==> config.mk <==
export PLATFORM = sky130hd
export DESIGN_NAME = jt49_vol_mix
export DESIGN_NICKNAME = d
export VERILOG_FILES = /design/src/rtl/jt49_pkg.sv /design/src/rtl/jt49_vol_lut.sv /design/src/rtl/jt49_vol_mix.sv
export SDC_FILE = /design/constraint.sdc
export NUM_CORES = 1
export LEC_CHECK = 0
export CORE_MARGIN = 8
export CORE_UTILIZATION = 46
export DETAILED_ROUTE_END_ITERATION = 7
export GPL_ROUTABILITY_DRIVEN = 0
export GPL_TIMING_DRIVEN = 0
export PLACE_DENSITY = 0.76
export RECOVER_POWER = 25
export SKIP_CTS_REPAIR_TIMING = 1
export SYNTH_ARGS = -nofsm -noshare
export SYNTH_HDL_FRONTEND = slang
export SYNTH_SLANG_ARGS = --single-unit
==> constraint.sdc <==
create_clock -name clk -period 2.38 [get_ports clk]
set_clock_uncertainty 0.1 [all_clocks]
set_input_delay 0.357 -clock clk [delete_from_list [all_inputs] [get_ports clk]]
set_output_delay 0.357 -clock clk [all_outputs]
set_load 0.03 [all_outputs]
==> src/rtl/jt49_pkg.sv <==
// Shared constants for the JT49 volume/mixer path: frame phase encoding and
// the 32-entry logarithmic volume table (1.5 dB per step, 0 = silence).
package jt49_pkg;

  typedef enum logic [1:0] {
    PH_A   = 2'd0,
    PH_B   = 2'd1,
    PH_C   = 2'd2,
    PH_SUM = 2'd3
  } phase_t;

  localparam logic [7:0] VOL_TABLE [32] = '{
    8'd0,   8'd1,   8'd2,   8'd2,   8'd2,   8'd3,   8'd3,   8'd4,
    8'd5,   8'd6,   8'd7,   8'd8,   8'd10,  8'd11,  8'd14,  8'd16,
    8'd19,  8'd23,  8'd27,  8'd32,  8'd38,  8'd45,  8'd54,  8'd64,
    8'd76,  8'd90,  8'd108, 8'd128, 8'd152, 8'd181, 8'd215, 8'd255
  };

  // Table index for one channel: silent when gated off, envelope when M=1,
  // otherwise the fixed level L mapped onto the odd table entries.
  function automatic logic [4:0] vol_index(input logic gate, input logic [4:0] amp,
                                           input logic [4:0] env);
    logic [4:0] idx;
    idx = '0;
    if (gate) begin
      if (amp[4])               idx = env;
      else if (amp[3:0] != '0)  idx = {amp[3:0], 1'b1};
    end
    return idx;
  endfunction

endpackage

==> src/rtl/jt49_vol_lut.sv <==
// Registered volume ROM: one-cycle latency, advances only on cen.
module jt49_vol_lut
  import jt49_pkg::*;
(
  input  logic       clk,
  input  logic       rst_n,
  input  logic       cen,
  input  logic [4:0] idx,
  output logic [7:0] q
);

  always_ff @(posedge clk or negedge rst_n) begin
    if (!rst_n)   q <= '0;
    else if (cen) q <= VOL_TABLE[idx];
  end

endmodule

==> src/rtl/jt49_vol_mix.sv <==
// Three-channel tone/noise gating and volume mixing, time-multiplexed over a
// four-phase frame sharing one volume ROM.
module jt49_vol_mix
  import jt49_pkg::*;
(
  input  logic       clk,
  input  logic       rst_n,
  input  logic       cen,
  input  logic [4:0] env,
  input  logic [4:0] amp_a,
  input  logic [4:0] amp_b,
  input  logic [4:0] amp_c,
  input  logic       tone_a,
  input  logic       tone_b,
  input  logic       tone_c,
  input  logic       noise,
  input  logic [5:0] mix,
  output logic [7:0] ch_a,
  output logic [7:0] ch_b,
  output logic [7:0] ch_c,
  output logic [9:0] sound,
  output logic       sample
);

  phase_t     phase;
  logic [2:0] gate;
  logic [4:0] idx;
  logic [7:0] lut_q;
  logic [9:0] acc;

  assign gate[0] = (tone_a | mix[0]) & (noise | mix[3]);
  assign gate[1] = (tone_b | mix[1]) & (noise | mix[4]);
  assign gate[2] = (tone_c | mix[2]) & (noise | mix[5]);

  // Only the channel owning the current phase reaches the ROM, so inputs of
  // the other channels are ignored until their own phase comes round.
  always_comb begin
    idx = '0;
    case (phase)
      PH_A:   idx = vol_index(gate[0], amp_a, env);
      PH_B:   idx = vol_index(gate[1], amp_b, env);
      PH_C:   idx = vol_index(gate[2], amp_c, env);
      PH_SUM: idx = '0;
    endcase
  end

  jt49_vol_lut u_lut (
    .clk   (clk),
    .rst_n (rst_n),
    .cen   (cen),
    .idx   (idx),
    .q     (lut_q)
  );

  always_ff @(posedge clk or negedge rst_n) begin
    if (!rst_n) begin
      phase  <= PH_A;
      acc    <= '0;
      ch_a   <= '0;
      ch_b   <= '0;
      ch_c   <= '0;
      sound  <= '0;
      sample <= 1'b0;
    end else begin
      sample <= 1'b0;
      if (cen) begin
        phase <= phase_t'(phase + 2'd1);
        case (phase)
          PH_A: ;
          PH_B: begin
            ch_a <= lut_q;
            acc  <= {2'b00, lut_q};
          end
          PH_C: begin
            ch_b <= lut_q;
            acc  <= acc + {2'b00, lut_q};
          end
          PH_SUM: begin
            ch_c   <= lut_q;
            sound  <= acc + {2'b00, lut_q};
            sample <= 1'b1;
          end
        endcase
      end
    end
  end

endmodule

==> impl_metrics.csv, run 1 <==
group,metric,value,unit
logic_synthesis,netlist_instances,312,
detailed_routing,first_iter_violations,123,
sta,final_max_slew_viol_count,0,
detailed_routing,drt-wirelength-per-cell,17.85,µm
floorplan,die-area,9866,µm²
power_and_ir_drop,power_frac_seq,0.273,
logic_synthesis,ys_top_cells_by_area,"sky130_fd_sc_hd__dfrtp_1, sky130_fd_sc_hd__mux2_2, sky130_fd_sc_hd__ha_1",
logic_synthesis,netlist-cell-type-count,42,
global_routing,globalRoute.totalOverflow,0,
floorplan,core,6756,µm²
worst_setup_path,critical_path_class,"primary input to flip-flop",
outcome,violations,"setup timing",
detailed_routing,drc,0,
logic_synthesis,synth-warning-count,0,
placed_design,place.detailed.hpwl,6084,µm
global_routing,grt_start_max_net_pins,31,
min_path,min_to,"ch_b[3]$_DFFE_PN0P_",
logic_synthesis,yosysMostFrequentCell,"sky130_fd_sc_hd__dfrtp_1",
clock_tree,tritoncts_num_sinks,55,
placed_design,number_of_buffers_added_on_ports,64,
clock_tree,tritoncts,"done",
min_path,hold_path_startpoint,"ch_b[3]$_DFFE_PN0P_",
floorplan,initial_core_util,0.4728,
clock_tree,worstSkewPairLatency,310,ps
worst_setup_path,worstSetupStartpoint,"amp_a[3]",
sta,final_hold_viol_count,0,
detailed_routing,drt_first_pass_iters,4,
power_and_ir_drop,total_power,5.702,mW
floorplan,io-pin-count,68,
power_and_ir_drop,power.share.combinational,0.637,
sta,max_slew_margin,0.1147,
power_and_ir_drop,power.share.switching,0.4397,
worst_setup_path,worstSetupEndpointType,"flip-flop",
logic_synthesis,async_flop_share,1.000,
min_path,hold_class,"flip-flop to flip-flop",
detailed_routing,route.antenna.remaining_nets,0,
worst_setup_path,setup.worst_path.start_class,"primary input",
sta,period_needed,2572,ps
finish,area_delta_synth_final,43.75,%
power_and_ir_drop,switching_pwr,2.507,mW
logic_synthesis,synth-edff-count,0,
floorplan,dieHeight,99.33,µm
worst_setup_path,timing.rr.start,"phase[1]$_DFFE_PN0P_",
worst_setup_path,path_max_fanout,7,
sta,rsz0062_at_grt,"true",
logic_synthesis,syn_avg_cell_area,10.24,µm²
detailed_routing,post_drt_via_cell_ratio,5.704,
logic_synthesis,synthDominantAreaCellType,"sky130_fd_sc_hd__dfrtp_1",
global_routing,groute.usage.overall,0.1570,
power_and_ir_drop,power.density_cell_area,1242,nW/µm²
worst_setup_path,r2r_setup_slack,-170,ps
sta,setup_viol_count_final,9,
clock_tree,h-tree-depth,2,
floorplan,chipWidth,99.33,µm
power_and_ir_drop,power.share.clock,0.090,
floorplan,floorplan.rows,30,
global_routing,vias_in_the_first_global_route,2597,
sta,finalSetupTns,-906.5,ps
power_and_ir_drop,p_int,3.195,mW
sta,maximum_clock_rate,388.9,MHz
sta,max_slew.worst_pin.slew,1328,ps
logic_synthesis,ys_seq_elements,55,
global_routing,grt_pass1_wl,12700,µm
logic_synthesis,synth.yosys.seq_area_share,0.4309,
clock_tree,numCtsBuffers,5,
detailed_routing,num_vias,2812,
logic_synthesis,netlist.area_leader.share,0.4309,
logic_synthesis,ys.flop_type,"sky130_fd_sc_hd__dfrtp_1",
detailed_routing,routed_wl,8802,µm
finish,final_layout_size_suffix_gt1_frac,0.3123,
worst_setup_path,worstPathArrival,2690,ps
global_routing,grt_antenna_before_repair,0,
min_path,worstHoldPathCells,2,
sta,postLayoutSetupSlackWorst,-191.5,ps
clock_tree,root_buffer,"sky130_fd_sc_hd__clkbuf_8",
logic_synthesis,mapped_area,3194,µm²
worst_setup_path,cp.required,2490,ps
finish,antenna_cells,0,
logic_synthesis,synth_top_cells_by_count,"sky130_fd_sc_hd__dfrtp_1, sky130_fd_sc_hd__nand2_1, sky130_fd_sc_hd__mux2_2, sky130_fd_sc_hd__o21ai_0, sky130_fd_sc_hd__ha_1",
outcome,run_status,"finished with violations",
power_and_ir_drop,p_leak,2.029,nW
clock_tree,cts.path.max_buffers,2,
finish,final_nets,464,
logic_synthesis,syn-num-nets,364,
flow_run,maxCapViolCount,0,
power_and_ir_drop,ir_drop,558.4,µV
worst_setup_path,worst-r2r-cell-count,12,
finish,nFillCells,492,
clock_tree,worst_setup_hold_path_clk_slew,100,ps
worst_setup_path,crit-reg2reg-capture,"u_lut.q[3]$_DFFE_PN0P_",
sta,final.period_utilization,1.080,
==> sequential cells by signal (all words and copies together), names as in the netlist <==
name and count:
ch_a 8, u_lut.q 8, phase 2, ch_c 8, ch_b 8, acc 10, sound 10, sample 1
==> how the worst max path moves through the flow <==
stage	endpoint	slack, ps	depth (start not counted)
3_5_place_dp	u_lut.q[2]$_DFFE_PN0P_	-790	6
4_1_cts	u_lut.q[1]$_DFFE_PN0P_	-490	8
6_report	u_lut.q[3]$_DFFE_PN0P_	-190	12
5_1_grt	u_lut.q[3]$_DFFE_PN0P_	-290	12
2_1_floorplan	u_lut.q[1]$_DFFE_PN0P_	-60	10
3_3_place_gp	u_lut.q[7]$_DFFE_PN0P_	-740	1
==> logic make-up after synthesis <==
logic type / share of synthesized area
fa+ha+maj: 0.07677
xor+xnor: 0.02742
mux: 0.1594
buf+inv: 0.03995
compound gates: 0.1594
flops: 0.4309
simple gates: 0.1061
==> routing by layer <==
metal	global-route usage	wire, µm
met1	0.2023	3878
met2	0.2593	4242
met3	0.03142	481
met4	0.04540	199
met5	0	0
==> layout by cell type, fill, tap and decap left out, drive strengths merged, types with 2 or more instances in the layout <==
master,count
o21ai,30
dfrtp,55
nand2,37
a21o,2
a211oi,7
and2,4
o221ai,5
o211ai,3
a21oi,10
dlymetal6s2s,12
clkdlybuf4s50,51
nor2,15
nor3,8
clkbuf,15
or3,3
nor2b,2
ha,18
inv,14
a222oi,2
buf,35
nand3,3
or4,2
o221a,4
o21bai,4
o31ai,2
mux2i,16
xnor2,9
mux2,31
clkinv,2
==> metrics by stage <==
step | util | std cells | hold slack, ps | setup WS (ps) | cell area (µm²)
floorplan | - | 312 | -38.59 | -56.55 | 3232
global route | 0.6796 | 493 | 420.3 | -291.8 | 4592
detailed placement | 0.5902 | 457 | 284.1 | -785.6 | 3988
CTS | 0.6035 | 465 | -56.17 | -487.5 | 4078
finish | 0.6796 | 493 | 394.4 | -191.5 | 4592
global placement | 0.5880 | 456 | 360.2 | -744.3 | 3973
==> critical path: stages <==
cell	delay, ps
sky130_fd_sc_hd__clkdlybuf4s50_1	450
sky130_fd_sc_hd__nor4_2	280
sky130_fd_sc_hd__o21ai_1	100
sky130_fd_sc_hd__and2_4	160
sky130_fd_sc_hd__or3_4	360
sky130_fd_sc_hd__buf_8	150
sky130_fd_sc_hd__ha_4	170
sky130_fd_sc_hd__inv_4	60
sky130_fd_sc_hd__and2_4	150
sky130_fd_sc_hd__o21bai_1	110
sky130_fd_sc_hd__mux2i_1	100
sky130_fd_sc_hd__o31ai_1	240
==> final cells by class <==
cell class | count | area [µm²] | share of cell area
Clock buffer | 6 | 72.57 | 0.01580
Inverter | 15 | 65.06 | 0.01417
Tap cell | 80 | 100.1 | 0.02180
Multi-Input combinational cell | 227 | 1984 | 0.4322
Timing Repair Buffer | 93 | 892.1 | 0.1943
Clock inverter | 2 | 17.52 | 0.003815
Buffer | 15 | 80.08 | 0.01744
Sequential cell | 55 | 1380 | 0.3005
==> power groups by stage <==
stage | registers, mW | logic [mW] | clock network [mW]
after global routing | 1.60 | 3.91 | 0.563
after detailed placement | 1.55 | 2.89 | 0
after floorplan | 1.91 | 1.56 | 0
after global placement | 1.53 | 2.82 | 0
after CTS | 1.53 | 2.90 | 0.527
final | 1.56 | 3.63 | 0.515
Note: power is estimated with default switching activity, not from simulation.
==> run 2, diff against run 1 <==
--- a/config.mk
+++ b/config.mk
@@ -10,6 +10,7 @@
 export DETAILED_ROUTE_END_ITERATION = 7
 export GPL_ROUTABILITY_DRIVEN = 0
 export GPL_TIMING_DRIVEN = 0
+export HOLD_SLACK_MARGIN = 0.06
 export PLACE_DENSITY = 0.76
 export RECOVER_POWER = 25
 export SKIP_CTS_REPAIR_TIMING = 1
==> results of run 2 <==
Same layout as run 1: the final DEF is identical, and so are final timing and power.
